==> src/rtl/ahb_interface.sv <==
//============================================================================
// Module      : ahb_interface
// Description : AHB-Lite slave with an 8-bit byte-addressed register file
//               (payload, data_size, read-only err_status). The optional
//               two-cycle ERROR response is enabled by AHB_IF_ERROR_RESP_EN.
// Revision    : 1.0 - initial release
//============================================================================
`default_nettype none

module ahb_interface #(
    parameter int ERR_STATUS_ADDRESS = 1,
    parameter int PAYLOAD_ADDRESS    = 2,
    parameter int DATA_SIZE_ADDRESS  = 4,
    parameter int ERR_STATUS_HSIZE   = 0,
    parameter int PAYLOAD_HSIZE      = 1,
    parameter int DATA_SIZE_HSIZE    = 0
) (
    input  logic        hclk,
    input  logic        hreset_n,
    input  logic        hsel_x,
    input  logic        hready,
    input  logic        hwrite,
    input  logic [2:0]  haddr,
    input  logic [1:0]  htrans,
    input  logic [2:0]  hsize,
    input  logic [7:0]  hwdata,
    input  logic [1:0]  err_status,
    output logic [15:0] payload,
    output logic [4:0]  data_size,
    output logic [7:0]  hrdata,
    output logic        hready_out,
    output logic        hresp
);

    localparam logic [2:0] c_err_addr    = 3'(ERR_STATUS_ADDRESS);
    localparam logic [2:0] c_pay_lo_addr = 3'(PAYLOAD_ADDRESS);
    localparam logic [2:0] c_pay_hi_addr = 3'(PAYLOAD_ADDRESS + 1);
    localparam logic [2:0] c_ds_addr     = 3'(DATA_SIZE_ADDRESS);

    // Widest nominal register size: any transfer up to this size is legal anywhere.
    localparam int         c_max_hsize_a = (ERR_STATUS_HSIZE > PAYLOAD_HSIZE) ?
                                           ERR_STATUS_HSIZE : PAYLOAD_HSIZE;
    localparam int         c_max_hsize_b = (c_max_hsize_a > DATA_SIZE_HSIZE) ?
                                           c_max_hsize_a : DATA_SIZE_HSIZE;
    localparam logic [2:0] c_max_hsize   = 3'(c_max_hsize_b);

    localparam logic [1:0] c_htrans_nonseq = 2'b10;
    localparam logic [1:0] c_htrans_seq    = 2'b11;

    logic        r_dp_valid;
    logic        r_dp_write;
    logic [2:0]  r_dp_addr;
    logic [2:0]  r_dp_size;
    logic [15:0] r_payload;
    logic [4:0]  r_data_size;

    logic        w_mapped;
    logic        w_illegal;
    logic        w_stall;
    logic        w_bus_ready;
    logic        w_accept;
    logic        w_complete;
    logic        w_wr_ok;
    logic [7:0]  w_rdata;

    assign w_mapped = (r_dp_addr == c_err_addr)    || (r_dp_addr == c_pay_lo_addr) ||
                      (r_dp_addr == c_pay_hi_addr) || (r_dp_addr == c_ds_addr);

    assign w_illegal = !w_mapped || (r_dp_size > c_max_hsize) ||
                       (r_dp_write && (r_dp_addr == c_err_addr));

`ifdef AHB_IF_ERROR_RESP_EN
    localparam logic [1:0] c_st_okay = 2'd0;
    localparam logic [1:0] c_st_err1 = 2'd1;
    localparam logic [1:0] c_st_err2 = 2'd2;

    logic [1:0] r_state;
    logic       r_hready_out;
    logic       r_hresp;

    // First ERROR cycle holds hready_out low, so the bus cannot advance then.
    assign w_stall = (r_state == c_st_err1);

    always_ff @(posedge hclk) begin
        if (hreset_n) begin
            r_state      <= c_st_okay;
            r_hready_out <= 1'b1;
            r_hresp      <= 1'b0;
        end else begin
            case (r_state)
                c_st_err1: begin
                    r_state      <= c_st_err2;
                    r_hready_out <= 1'b1;
                    r_hresp      <= 1'b1;
                end
                default: begin
                    if (w_complete && w_illegal) begin
                        r_state      <= c_st_err1;
                        r_hready_out <= 1'b0;
                        r_hresp      <= 1'b1;
                    end else begin
                        r_state      <= c_st_okay;
                        r_hready_out <= 1'b1;
                        r_hresp      <= 1'b0;
                    end
                end
            endcase
        end
    end

    assign hready_out = r_hready_out;
    assign hresp      = r_hresp;
`else
    assign w_stall    = 1'b0;
    assign hready_out = 1'b1;
    assign hresp      = 1'b0;
`endif

    assign w_bus_ready = hready && !w_stall;
    assign w_accept    = hsel_x && w_bus_ready &&
                         ((htrans == c_htrans_nonseq) || (htrans == c_htrans_seq));
    assign w_complete  = r_dp_valid && w_bus_ready;
    assign w_wr_ok     = w_complete && r_dp_write && !w_illegal;

    always_ff @(posedge hclk) begin
        if (hreset_n) begin
            r_dp_valid  <= 1'b0;
            r_dp_write  <= 1'b0;
            r_dp_addr   <= 3'd0;
            r_dp_size   <= 3'd0;
            r_payload   <= 16'd0;
            r_data_size <= 5'd0;
        end else begin
            // A pending data phase retires and a new one may load on the same edge.
            if (w_bus_ready) begin
                r_dp_valid <= w_accept;
                if (w_accept) begin
                    r_dp_write <= hwrite;
                    r_dp_addr  <= haddr;
                    r_dp_size  <= hsize;
                end
            end
            if (w_wr_ok) begin
                if (r_dp_addr == c_ds_addr)
                    r_data_size <= hwdata[4:0];
                else if (r_dp_addr == c_pay_lo_addr)
                    r_payload[7:0] <= hwdata;
                else if (r_dp_addr == c_pay_hi_addr)
                    r_payload[15:8] <= hwdata;
            end
        end
    end

    always_comb begin
        w_rdata = 8'd0;
        if (r_dp_valid && !r_dp_write && !w_illegal) begin
            case (r_dp_addr)
                c_err_addr:    w_rdata = {6'd0, err_status};
                c_pay_lo_addr: w_rdata = r_payload[7:0];
                c_pay_hi_addr: w_rdata = r_payload[15:8];
                c_ds_addr:     w_rdata = {3'd0, r_data_size};
                default:       w_rdata = 8'd0;
            endcase
        end
    end

    assign hrdata    = w_rdata;
    assign payload   = r_payload;
    assign data_size = r_data_size;

endmodule

`default_nettype wire

==> config.mk <==
export PLATFORM = sky130hd
export DESIGN_NAME = ahb_interface
export DESIGN_NICKNAME = d
export VERILOG_FILES = /design/src/rtl/ahb_interface.sv
export SDC_FILE = /design/constraint.sdc
export NUM_CORES = 1
export LEC_CHECK = 0
export BUFFER_PORTS_ARGS = -buffer_cell sky130_fd_sc_hd__buf_4
export CAP_MARGIN = 10
export CORE_ASPECT_RATIO = 0.75
export CORE_MARGIN = 3
export CORE_UTILIZATION = 48
export CTS_CLUSTER_SIZE = 10
export DETAILED_ROUTE_END_ITERATION = 8
export GPL_TIMING_DRIVEN = 0
export PLACE_DENSITY = 0.78
export SYNTH_ARGS = -nofsm -noshare
export SYNTH_HDL_FRONTEND = slang
export SYNTH_SLANG_ARGS = --single-unit
==> constraint.sdc <==
create_clock -name hclk -period 1.7 [get_ports hclk]
set_clock_uncertainty 0.2 [all_clocks]
set_input_delay 0.085 -clock hclk [delete_from_list [all_inputs] [get_ports hclk]]
set_output_delay 0.085 -clock hclk [all_outputs]
set_load 0.005 [all_outputs]
After elaboration in Yosys (flattened, before gate mapping). Index checks and enable logic that the tools add are counted.

Register bits: 29. Bits of input ports: 23. Output and inout port bits: 31. Logic and storage cells: 39.

$lt $le $gt $ge: 1. Equality and inequality tests: 6. Mux-type cells: 2. Bitwise logic cells: 2. Reduce and logical (&&, ||, !) cells: 21.

Operator list (count): one-hot mux 8 bit (4 select lines) (1); logical AND 1 bit (8); 2-to-1 mux 8 bit (1); == test 3 x 2 -> 1 bit, second input constant (2); logical OR 1 bit (6); == test 2 bit, second input constant (2); AND reduction 2 bit (2); AND reduction 4 bit (1); == test 3 x 1 -> 1 bit, second input constant (1); == test 3 bit, second input constant (1); greater-than comparator 3 x 1 -> 1 bit, second input constant (1); zero test 1 bit (3); AND reduction 3 bit (1); inverter 1 bit (2).

Depth between registers and ports, before layout. Gate-level depths: netlist of run 1.

Depth in word-level cells: 10. Depth in mapped cells: 5. Gate-level depth less buffers: 3.

Least setup slack after synthesis of run 1. No wires, ideal clock.

Path type: register to output. From: register r_dp_size[1]. To: output port hrdata[5]. Arrival time: 1.235 ns. Required time: 1.415 ns. Slack: 0.180 ns. Cell stages (with the launch flop): 5. Path buffers: 1. Path through: dfxtp_1 -> or4b_1 -> buf_2 -> nand2b_4 -> nor2_2.

Word-level cells in the longest chain between the ends: 6.

Ends and longest elaborated chain: start, declared (line 53) `logic [2:0] r_dp_size;`; start signal, assigned (line 140) `r_dp_size <= hsize;`; greater-than comparator 3 x 1 -> 1 bit (line 69) `assign w_illegal = !w_mapped || (r_dp_size > c_max_hsize) ||`; logical OR 1 bit (2 in a row) (line 69); zero test 1 bit (line 156) `if (r_dp_valid && !r_dp_write && !w_illegal) begin`; logical AND 1 bit (line 156); 2-to-1 mux 8 bit (line 156); end, declared (line 30) `output logic [7:0] hrdata,`.

No other way between the ends.

Final worst setup path of run 1. Same ends and word-level chain as after synthesis.

==> run_results.csv, run 1 <==
group,metric,value,unit
outcome,outcome,"finished, violations left",
outcome,violations,"negative setup slack",
hold_path,holdPathStages,3,
cts,clkLatencyLatePin,280,ps
hold_path,min_to,"data_size[1]",
hold_path,hp-start,"hreset_n",
sta,setup_viol,11,
die,die-width,69.6,um
synth,ys_types,28,
sta,slew_violations,0,
sta,period_share,1.12,
grt,grt_start_max_net_pins,15,
sta,rsz0062_at_grt,"true",
synth,synth_top_area_share,0.385,
synth,synth_area_leaders,"dfxtp_1, mux2i_1, nand2b_1, a21oi_1, o31ai_1",
layout,layoutNonFillerInstCount,265,
sta,hold_violations,0,
cts,clock-sinks,28,
placement,routabilityCongestion,0.935,
die,die_area,3740,sq um
sta,tightest_slew,761,ps
grt,grt_pass1_vias,1524,
synth,netlist_instances,157,
setup_path,regToRegSetupSlack,-70,ps
sta,fin_crit,1910,ps
die,dieHeight,53.7,um
detailed_routing,antenna_left,0,
detailed_routing,vias_per_cell,5.97,
die,io-pin-count,54,
layout,fillers,159,
sta,setup_ws,-210,ps
synth,yosysSeqAreaShare,0.385,
layout,drive_above_1_share,0.424,
cts,clk_pin_slew_worst_paths,90,ps
synth,synth_seq_cells,28,
die,initial_core_util,0.531,
detailed_routing,vias,1583,
setup_path,end_kind,"output port",
layout,nets,254,
setup_path,crit_type,"reg2out",
setup_path,r2r_cells,5,
sta,finalHoldWorstSlack,109,ps
hold_path,hold_path.class,"in2reg",
detailed_routing,wl_per_cell,20.0,um
cts,cts_root_buffer,"clkbuf_8",
layout,syn2layout_area_growth,57.7,%
placement,dpl.hpwl,3.12,mm
detailed_routing,drt_pass1_iterations,4,
grt,overflow,0,
die,core_region_area,2740,sq um
placement,placed_cell_area,1860,sq um
die,rows,16,
synth,synth_area_leader_cell,"dfxtp_1",
grt,grt_pass1_wl,6.96,mm
sta,timing.fmax,524,MHz
power,p_total,1.22,mW
setup_path,cp_max_fo,6,
synth,yosysWarnings,0,
cts,cts_made_buffers,3,
grt,antenna_found_initial,0,
cts,htreeDepth,1,
power,peakVddDrop,602,uV
cts,cts_buffer_depth,2,
layout,layout_commonest_cell,"buf_4",
sta,slew_headroom,0.491,
placement,port_buffers,48,
layout,antenna_cells,0,
detailed_routing,first_iter_violations,123,
setup_path,cp.required,1410,ps
detailed_routing,drc,0,
synth,synthesis.nets,180,
power,p_per_area,529,nW/um^2
layout,final_area,2300,sq um
sta,fin_tns_setup,-1320,ps
synth,postSynthAreaPerCell,9.28,sq um
setup_path,reg2reg_from,"r_dp_size[2]",
power,cellLeakagePower,0.993,nW
setup_path,cp-start-kind,"register",
synth,synth_area,1460,sq um
layout,final_cell_mix,"buf_4, dfxtp_1, mux2i_1, nand2b_1, dlygate4sd3_1",
grt,grt_usage,0.240,
setup_path,critPathArrivalTime,1630,ps
detailed_routing,drt_wl_total,5.29,mm
cts,cts_tree,"yes",
setup_path,timing.rr.end,"payload[11]",
flow_run,cap_violations,0,
placement,dp.cells,241,
[registers in the layout, summed over array words and instances, names as in the netlist]
signal,count
data_size,5
r_dp_addr,3
r_dp_size,2
r_dp_write,1
payload,16
r_dp_valid,1
[logic make-up (layout without fill, tap and decap cells)]
group                  count (synthesis)  in the layout  share of synthesized area
flip-flops                            28             28                      0.385
multiplexers                          24             24                      0.167
AO/OA/AOI/OAI                         27             27                      0.119
buffers and inverters                 14             86                     0.0506
AND/OR/NAND/NOR                       62             62                      0.274
other                                  2              2                    0.00515
[repair_timing]
item                                   CTS  global route
hold buffers                            15             0
endpoints found under the hold margin   28             0
gates resized for setup                  9            38
pin swaps                                4            15
setup endpoints to repair                9            28
buffers inserted                         3             5
[cells in the mapped netlist]
master,n
dfxtp_1,28
mux2i_1,22
nand2b_1,22
a21oi_1,14
nand4_1,8
o31ai_1,8
nor2_1,6
nor2b_1,6
a32oi_1,5
buf_2,5
clkbuf_1,5
nand2_1,4
nand3_1,3
nor2_2,3
buf_4,2
conb_1,2
mux2_2,2
nand3_2,2
and2_1,1
and3b_1,1
buf_6,1
inv_1,1
nand2b_4,1
nand3b_1,1
nor3b_2,1
nor4b_2,1
or3b_1,1
or4b_1,1
[worst max path at each step]
stage | from | to | slack, ps | cells after the start
6_report | r_dp_size[1] | hrdata[5] | -210 | 4
5_1_grt | r_dp_size[1] | hrdata[5] | -230 | 4
4_1_cts | r_dp_size[2] | hrdata[6] | -240 | 5
3_5_place_dp | r_dp_size[1] | payload[13] | -60 | 4
3_3_place_gp | r_dp_size[1] | hrdata[7] | 10 | 5
2_1_floorplan | r_dp_size[1] | hrdata[5] | 180 | 4
[power breakdown]
group | internal [mW] | switching, mW | total (mW)
Clock | 0.160 | 0.209 | 0.369
Sequential | 0.659 | 0.00692 | 0.666
Combinational | 0.0967 | 0.0841 | 0.181
[worst max-delay path: stages, from the launching register on]
cell and delay (ps):
dfxtp_4 360, or4b_4 600, nand2b_4 200, nor2_2 80
buf_4 110
[cell type report]
class | count | area, sq um | share of cell area
buffer | 11 | 80.1 | 0.0348
clock buffer | 3 | 41.3 | 0.0180
inverter | 1 | 3.75 | 0.00163
multi-input combinational | 115 | 980 | 0.426
sequential | 28 | 571 | 0.248
tap | 36 | 45.0 | 0.0196
timing repair buffer | 71 | 578 | 0.251
[routing by layer]
layer	part of all wire	vias up	track usage
met5	0	-	0
met4	0.033	0	0.0669
met3	0.10	18	0.0634
met2	0.49	110	0.451
met1	0.38	755	0.276
li1	-	700	-
[stage by stage]
| stage | setup slack [ps] | utilization |
|---|---|---|
| global placement | 13.3 | 0.679 |
| detailed placement | -56.4 | 0.679 |
| finish | -210 | 0.838 |
| global route | -231 | 0.838 |
| floorplan | 180 | - |
| CTS | -235 | 0.765 |
Note: power is estimated with default switching activity, not from simulation.
==> run 2: changes to the inputs <==
ABC_AREA = 1   (was not set)
==> run 2 against run 1 <==
Effect of this change:
- synthesized area decreased by 2.0%
- the run still ends with negative setup slack left
- synthesized cell count increased by 31%
- maximum frequency increased by 4.8%
- via count increased by 8.7%
- final area decreased by 1.4%
- sequential cell count unchanged
- largest cell class unchanged
==> run_results.csv, run 2 <==
group,metric,value,unit
outcome,outcome,"finished, violations left",
outcome,violations,"negative setup slack",
layout,syn2layout_area_growth,58.6,%
layout,antenna_cells,0,
detailed_routing,vias,1720,
die,dieHeight,53.3,um
die,die_area,3670,sq um
detailed_routing,drc,0,
cts,cts_tree,"yes",
synth,synth_edf_count,0,
synth,postSynthAreaPerCell,6.94,sq um
placement,port_buffers,49,
synth,synth_flop_cell,"dfxtp_1",
die,core_region_area,2720,sq um
power,p_per_area,584,nW/um^2
synth,yosysSeqAreaShare,0.392,
grt,grt_usage,0.265,
setup_path,cp-start-kind,"register",
sta,setup_ws,-122,ps
setup_path,cp.required,1410,ps
synth,yosysWarnings,0,
synth,synthesis.nets,229,
synth,yosysMostFrequentCell,"nor2_1",
cts,clkLatencyLatePin,280,ps
placement,dpl.hpwl,2.86,mm
cts,clock-sinks,28,
layout,drive_above_1_share,0.361,
grt,grt_pass1_vias,1554,
synth,ys_types,22,
power,peakVddDrop,472,uV
sta,hold_violations,0,
grt,grt_pass1_wl,7.64,mm
layout,final_cell_mix,"buf_4, nor2_1, nand2_1, dfxtp_1, nand4_1",
cts,clk_pin_slew_worst_paths,100,ps
synth,synth_area,1430,sq um
synth,synth_area_leaders,"dfxtp_1, nor2_1, nand4_1, nand2_1, inv_1",
synth,async_flop_share,0,
layout,final_area,2270,sq um
synth,synth_area_leader_cell,"dfxtp_1",
placement,routabilityCongestion,0.822,
grt,overflow,0,
sta,timing.fmax,549,MHz
cts,htreeDepth,1,
setup_path,cp_max_fo,8,
sta,rsz0062_at_grt,"true",
grt,grt_start_max_net_pins,16,
cts,cts_root_buffer,"clkbuf_8",
setup_path,end_kind,"output port",
detailed_routing,drt_pass1_iterations,4,
sta,finalHoldWorstSlack,71.9,ps
placement,placed_cell_area,1840,sq um
layout,final_core_util,0.832,
flow_run,cap_violations,0,
die,rows,16,
die,die-width,69,um
detailed_routing,drt_wl_total,4.97,mm
synth,synth_top_area_share,0.392,
detailed_routing,vias_per_cell,5.31,
synth,netlist_instances,206,
layout,nets,312,
sta,slew_violations,0,
layout,fillers,180,
cts,cts_made_buffers,3,
grt,antenna_found_initial,0,
die,io-pin-count,54,
sta,period_share,1.07,
power,cellLeakagePower,1.00,nW
synth,synth_seq_cells,28,
setup_path,critPathArrivalTime,1540,ps
synth,synth_top_cells_by_count,"nor2_1, nand2_1, dfxtp_1, nand4_1, inv_1",
cts,cts_buffer_depth,2,
detailed_routing,wl_per_cell,15.3,um
setup_path,crit_type,"reg2out",
placement,preCtsSetupSlack,-33.5,ps
die,initial_core_util,0.525,
sta,fin_crit,1820,ps
detailed_routing,antenna_left,0,
sta,setup_viol,28,
detailed_routing,first_iter_violations,136,
layout,largest_reg_flops,16,
hold_path,hold_path.class,"in2reg",
layout,layout_commonest_cell,"buf_4",
-- run 2: changes by cell type after synthesis, sizes merged, moves of 4 or more --
cell,change
a22oi,+5
nand2b,-23
o21ai,+9
mux2i,-22
nand4,+15
a32oi,-5
a21oi,-4
nor2b,-6
inv,+20
nor2,+47
o31ai,-8
nand2,+28
-- run 2: final timing paths --
path | startpoint | endpoint | slack [ps] | cells past startpoint
worst min register to register | r_dp_size[2] | r_dp_size[2] | 290 | 2
worst max register to register | r_dp_addr[2] | payload[1] | -120 | 10
worst min-delay path | hready | r_dp_addr[0] | 70 | 4
worst max-delay path | r_dp_addr[0] | hrdata[4] | -120 | 8
-- run 2: cell families after synthesis --
family | count (synthesis) | synth area share
flip-flops | 28 | 0.392
other | 2 | 0.00526
buffers and inverters | 33 | 0.106
AND/OR/NAND/NOR | 117 | 0.391
AO/OA/AOI/OAI | 26 | 0.105
-- run 2: worst max-delay path, stage by stage, from the launching register on --
cell     delay [ps]
dfxtp_4         380
inv_4            70
nand3_4         100
nand2_4          80
inv_2            40
nor2_4          120
nand3_4         160
a21oi_2         160
buf_4           130
-- run 2: cell type report --
class                           instances  area (sq um)  area share
Tap cell                               36          45.0      0.0199
Buffer                                 11          80.1      0.0353
Clock buffer                            4          55.1      0.0243
Timing Repair Buffer                   78           638       0.282
Multi-Input combinational cell        145           781       0.345
Inverter                               22          95.1      0.0420
Sequential cell                        28           572       0.252
-- run 2: metrics by stage --
step / power, mW / std cells / TNS, ps
4_1_cts: 1.31 / 320 / -487
3_3_place_gp: 0.851 / 291 / -67.6
3_5_place_dp: 0.852 / 291 / -42.4
5_1_grt: 1.36 / 324 / -3630
2_1_floorplan: 0.790 / 206 / 0
6_report: 1.32 / 324 / -1860
-- run 2: routing by layer --
| metal | GRT usage | vias up | wire length, um |
|---|---|---|---|
| li1 | - | 840 | - |
| met1 | 0.342 | 786 | 2110 |
| met2 | 0.454 | 84 | 2370 |
| met3 | 0.0626 | 10 | 412 |
| met4 | 0.0552 | 0 | 80 |
| met5 | 0 | - | 0 |
-- run 2: where the power goes --
| part | internal (mW) | leakage, nW | switching, mW |
|---|---|---|---|
| clock network | 0.208 | 0.0288 | 0.209 |
| registers | 0.662 | 0.228 | 0.0115 |
| logic | 0.112 | 0.745 | 0.120 |
-- run 2: what timing repair did --
action | CTS | global route
setup buffers | 9 | 4
endpoints found under the setup margin | 8 | 29
resized for setup | 25 | 10
pin swaps | 8 | 7
endpoints found under the hold margin | 25 | 0
hold buffers | 16 | 0
==> run 3: changes to the inputs <==
CORE_MARGIN = not set   (was 3)
MAX_ROUTING_LAYER = met4   (was not set)
==> run 3 against run 2 <==
Effect of this change:
- the run still ends with negative setup slack left
- setup slack got worse by 30 ps
- sequential share of layout area decreased by 0.17 points
- maximum frequency shrank 1.6%
- sequential cell count stayed put
- utilization is 0.18 points higher
- register-to-register slack gained 70 ps
- die area decreased by 13%
- final area grew 0.22%
- wire length up 1.0%
- largest cell class unchanged
- sequential power barely moved
==> run_results.csv, run 3 (synthesized netlist as in run 2, its figures left out) <==
group,metric,value,unit
layout,drive_above_1_share,0.367,
sta,period_share,1.09,
setup_path,cp.required,1410,ps
layout,syn2layout_area_growth,58.9,%
placement,dpl.hpwl,2.78,mm
power,cellLeakagePower,1.01,nW
placement,preCtsSetupSlack,-36.7,ps
setup_path,reg2reg_from,"r_dp_addr[1]",
die,rows,16,
power,power_frac_seq,0.504,
power,p_clk_frac,0.316,
sta,fin_crit,1850,ps
die,die_area,3200,sq um
cts,cts_root_buffer,"clkbuf_8",
layout,nets,313,
layout,antenna_cells,0,
placement,routabilityCongestion,0.790,
detailed_routing,first_iter_violations,136,
cts,cts_buffer_depth,2,
die,core_region_area,2720,sq um
power,p_per_area,589,nW/um^2
hold_path,hold_path.class,"in2reg",
cts,clkLatencyLatePin,280,ps
outcome,violations,"negative setup slack",
cts,cts_made_buffers,3,
detailed_routing,drc,0,
placement,dp.cells,291,
layout,largest_reg_flops,16,
detailed_routing,vias,1800,
layout,final_cell_mix,"buf_4, nor2_1, nand2_1, dfxtp_1, nand4_1",
layout,layout_commonest_cell,"buf_4",
setup_path,r2r_cells,8,
sta,setup_ws,-153,ps
grt,grt_pass1_vias,1623,
layout,layoutNonFillerInstCount,325,
power,swShare,0.262,
setup_path,regToRegSetupSlack,-50,ps
cts,htreeDepth,1,
die,initial_core_util,0.525,
power,p_int,0.988,mW
die,io-pin-count,54,
grt,overflow,0,
detailed_routing,antenna_left,0,
layout,final_core_util,0.834,
die,die-width,65,um
grt,grt_pass1_wl,7.45,mm
detailed_routing,drt_pass1_iterations,5,
power,peakVddDrop,499,uV
sta,slew_violations,0,
detailed_routing,drt_wl_total,5.02,mm
sta,hold_violations,0,
cts,clk_pin_slew_worst_paths,100,ps
power,p_comb_frac,0.181,
setup_path,crit_type,"reg2out",
sta,timing.fmax,540,MHz
placement,port_buffers,49,
grt,antenna_found_initial,0,
sta,setup_viol,12,
detailed_routing,vias_per_cell,5.54,
power,power_switching,0.350,mW
setup_path,cp_max_fo,8,
setup_path,critPathArrivalTime,1570,ps
flow_run,cap_violations,0,
setup_path,timing.rr.end,"data_size[4]",
sta,rsz0062_at_grt,"true",
outcome,outcome,"finished, violations left",
cts,cts_tree,"yes",
die,dieHeight,49.3,um
grt,grt_start_max_net_pins,16,
hold_path,min_to,"r_dp_size[2]",
hold_path,hp-start,"hsel_x",
setup_path,end_kind,"output port",
grt,grt_usage,0.316,
hold_path,holdPathStages,4,
setup_path,cp-start-kind,"register",
detailed_routing,wl_per_cell,15.4,um
cts,clock-sinks,28,
==> run 3: timing repair <==
action,in CTS,in global routing
setup buffers,8,8
gates cloned,0,0
pin swaps,5,10
endpoints found under the setup margin,8,29
hold endpoints to repair,25,0
hold buffers,16,0
resized for setup,18,17
==> run 3: metal layers <==
| layer | share of wire | global-route usage |
|---|---|---|
| met1 | 0.42 | 0.386 |
| met2 | 0.47 | 0.500 |
| met3 | 0.091 | 0.0981 |
| met4 | 0.023 | 0.0852 |
| met5 | 0 | - |
==> run 3: metrics by stage <==
step / instance area, sq um / setup TNS [ps] / power [mW] / hold WS (ps)
6_report: 2270 / -1000 / 1.34 / 57.5
5_1_grt: 2270 / -2540 / 1.38 / 149
4_1_cts: 2170 / -610 / 1.30 / 55.4
3_5_place_dp: 1840 / -45.6 / 0.851 / 63.1
3_3_place_gp: 1840 / -46.7 / 0.849 / 51.0
2_1_floorplan: 1430 / 0 / 0.790 / -45.9
==> run 3: worst max-delay path by stage <==
stage | slack [ps] | end | start
floorplan | 290 | payload[2] | r_dp_addr[1]
global placement | -30 | hrdata[3] | r_dp_addr[1]
detailed placement | -40 | hrdata[4] | r_dp_addr[1]
CTS | -100 | hrdata[4] | r_dp_addr[2]
global route | -240 | hrdata[7] | r_dp_addr[1]
finish | -150 | hrdata[7] | r_dp_addr[1]
==> run 3: worst max-delay path, cell delays in order (launching register included) <==
cell	delay (ps)
dfxtp_4	380
inv_4	80
nand3_4	100
nand2_4	100
inv_4	40
nor2_4	120
nand3_4	160
nor2_1	160
buf_4	130
==> run 3: power groups by stage <==
stage	sequential (mW)	clock (mW)	combinational, mW
floorplan	0.685	0	0.105
detailed placement	0.687	0	0.165
global placement	0.686	0	0.163
global route	0.676	0.445	0.261
finish	0.674	0.422	0.242
CTS	0.673	0.416	0.212
==> run 3: final cells by class <==
class | instances | area [sq um]
buffer | 11 | 77.6
clock buffer | 4 | 55.1
fill | 191 | 452
inverter | 22 | 95.1
multi-input combinational | 145 | 783
sequential | 28 | 569
tap | 36 | 45.0
timing repair buffer | 79 | 646
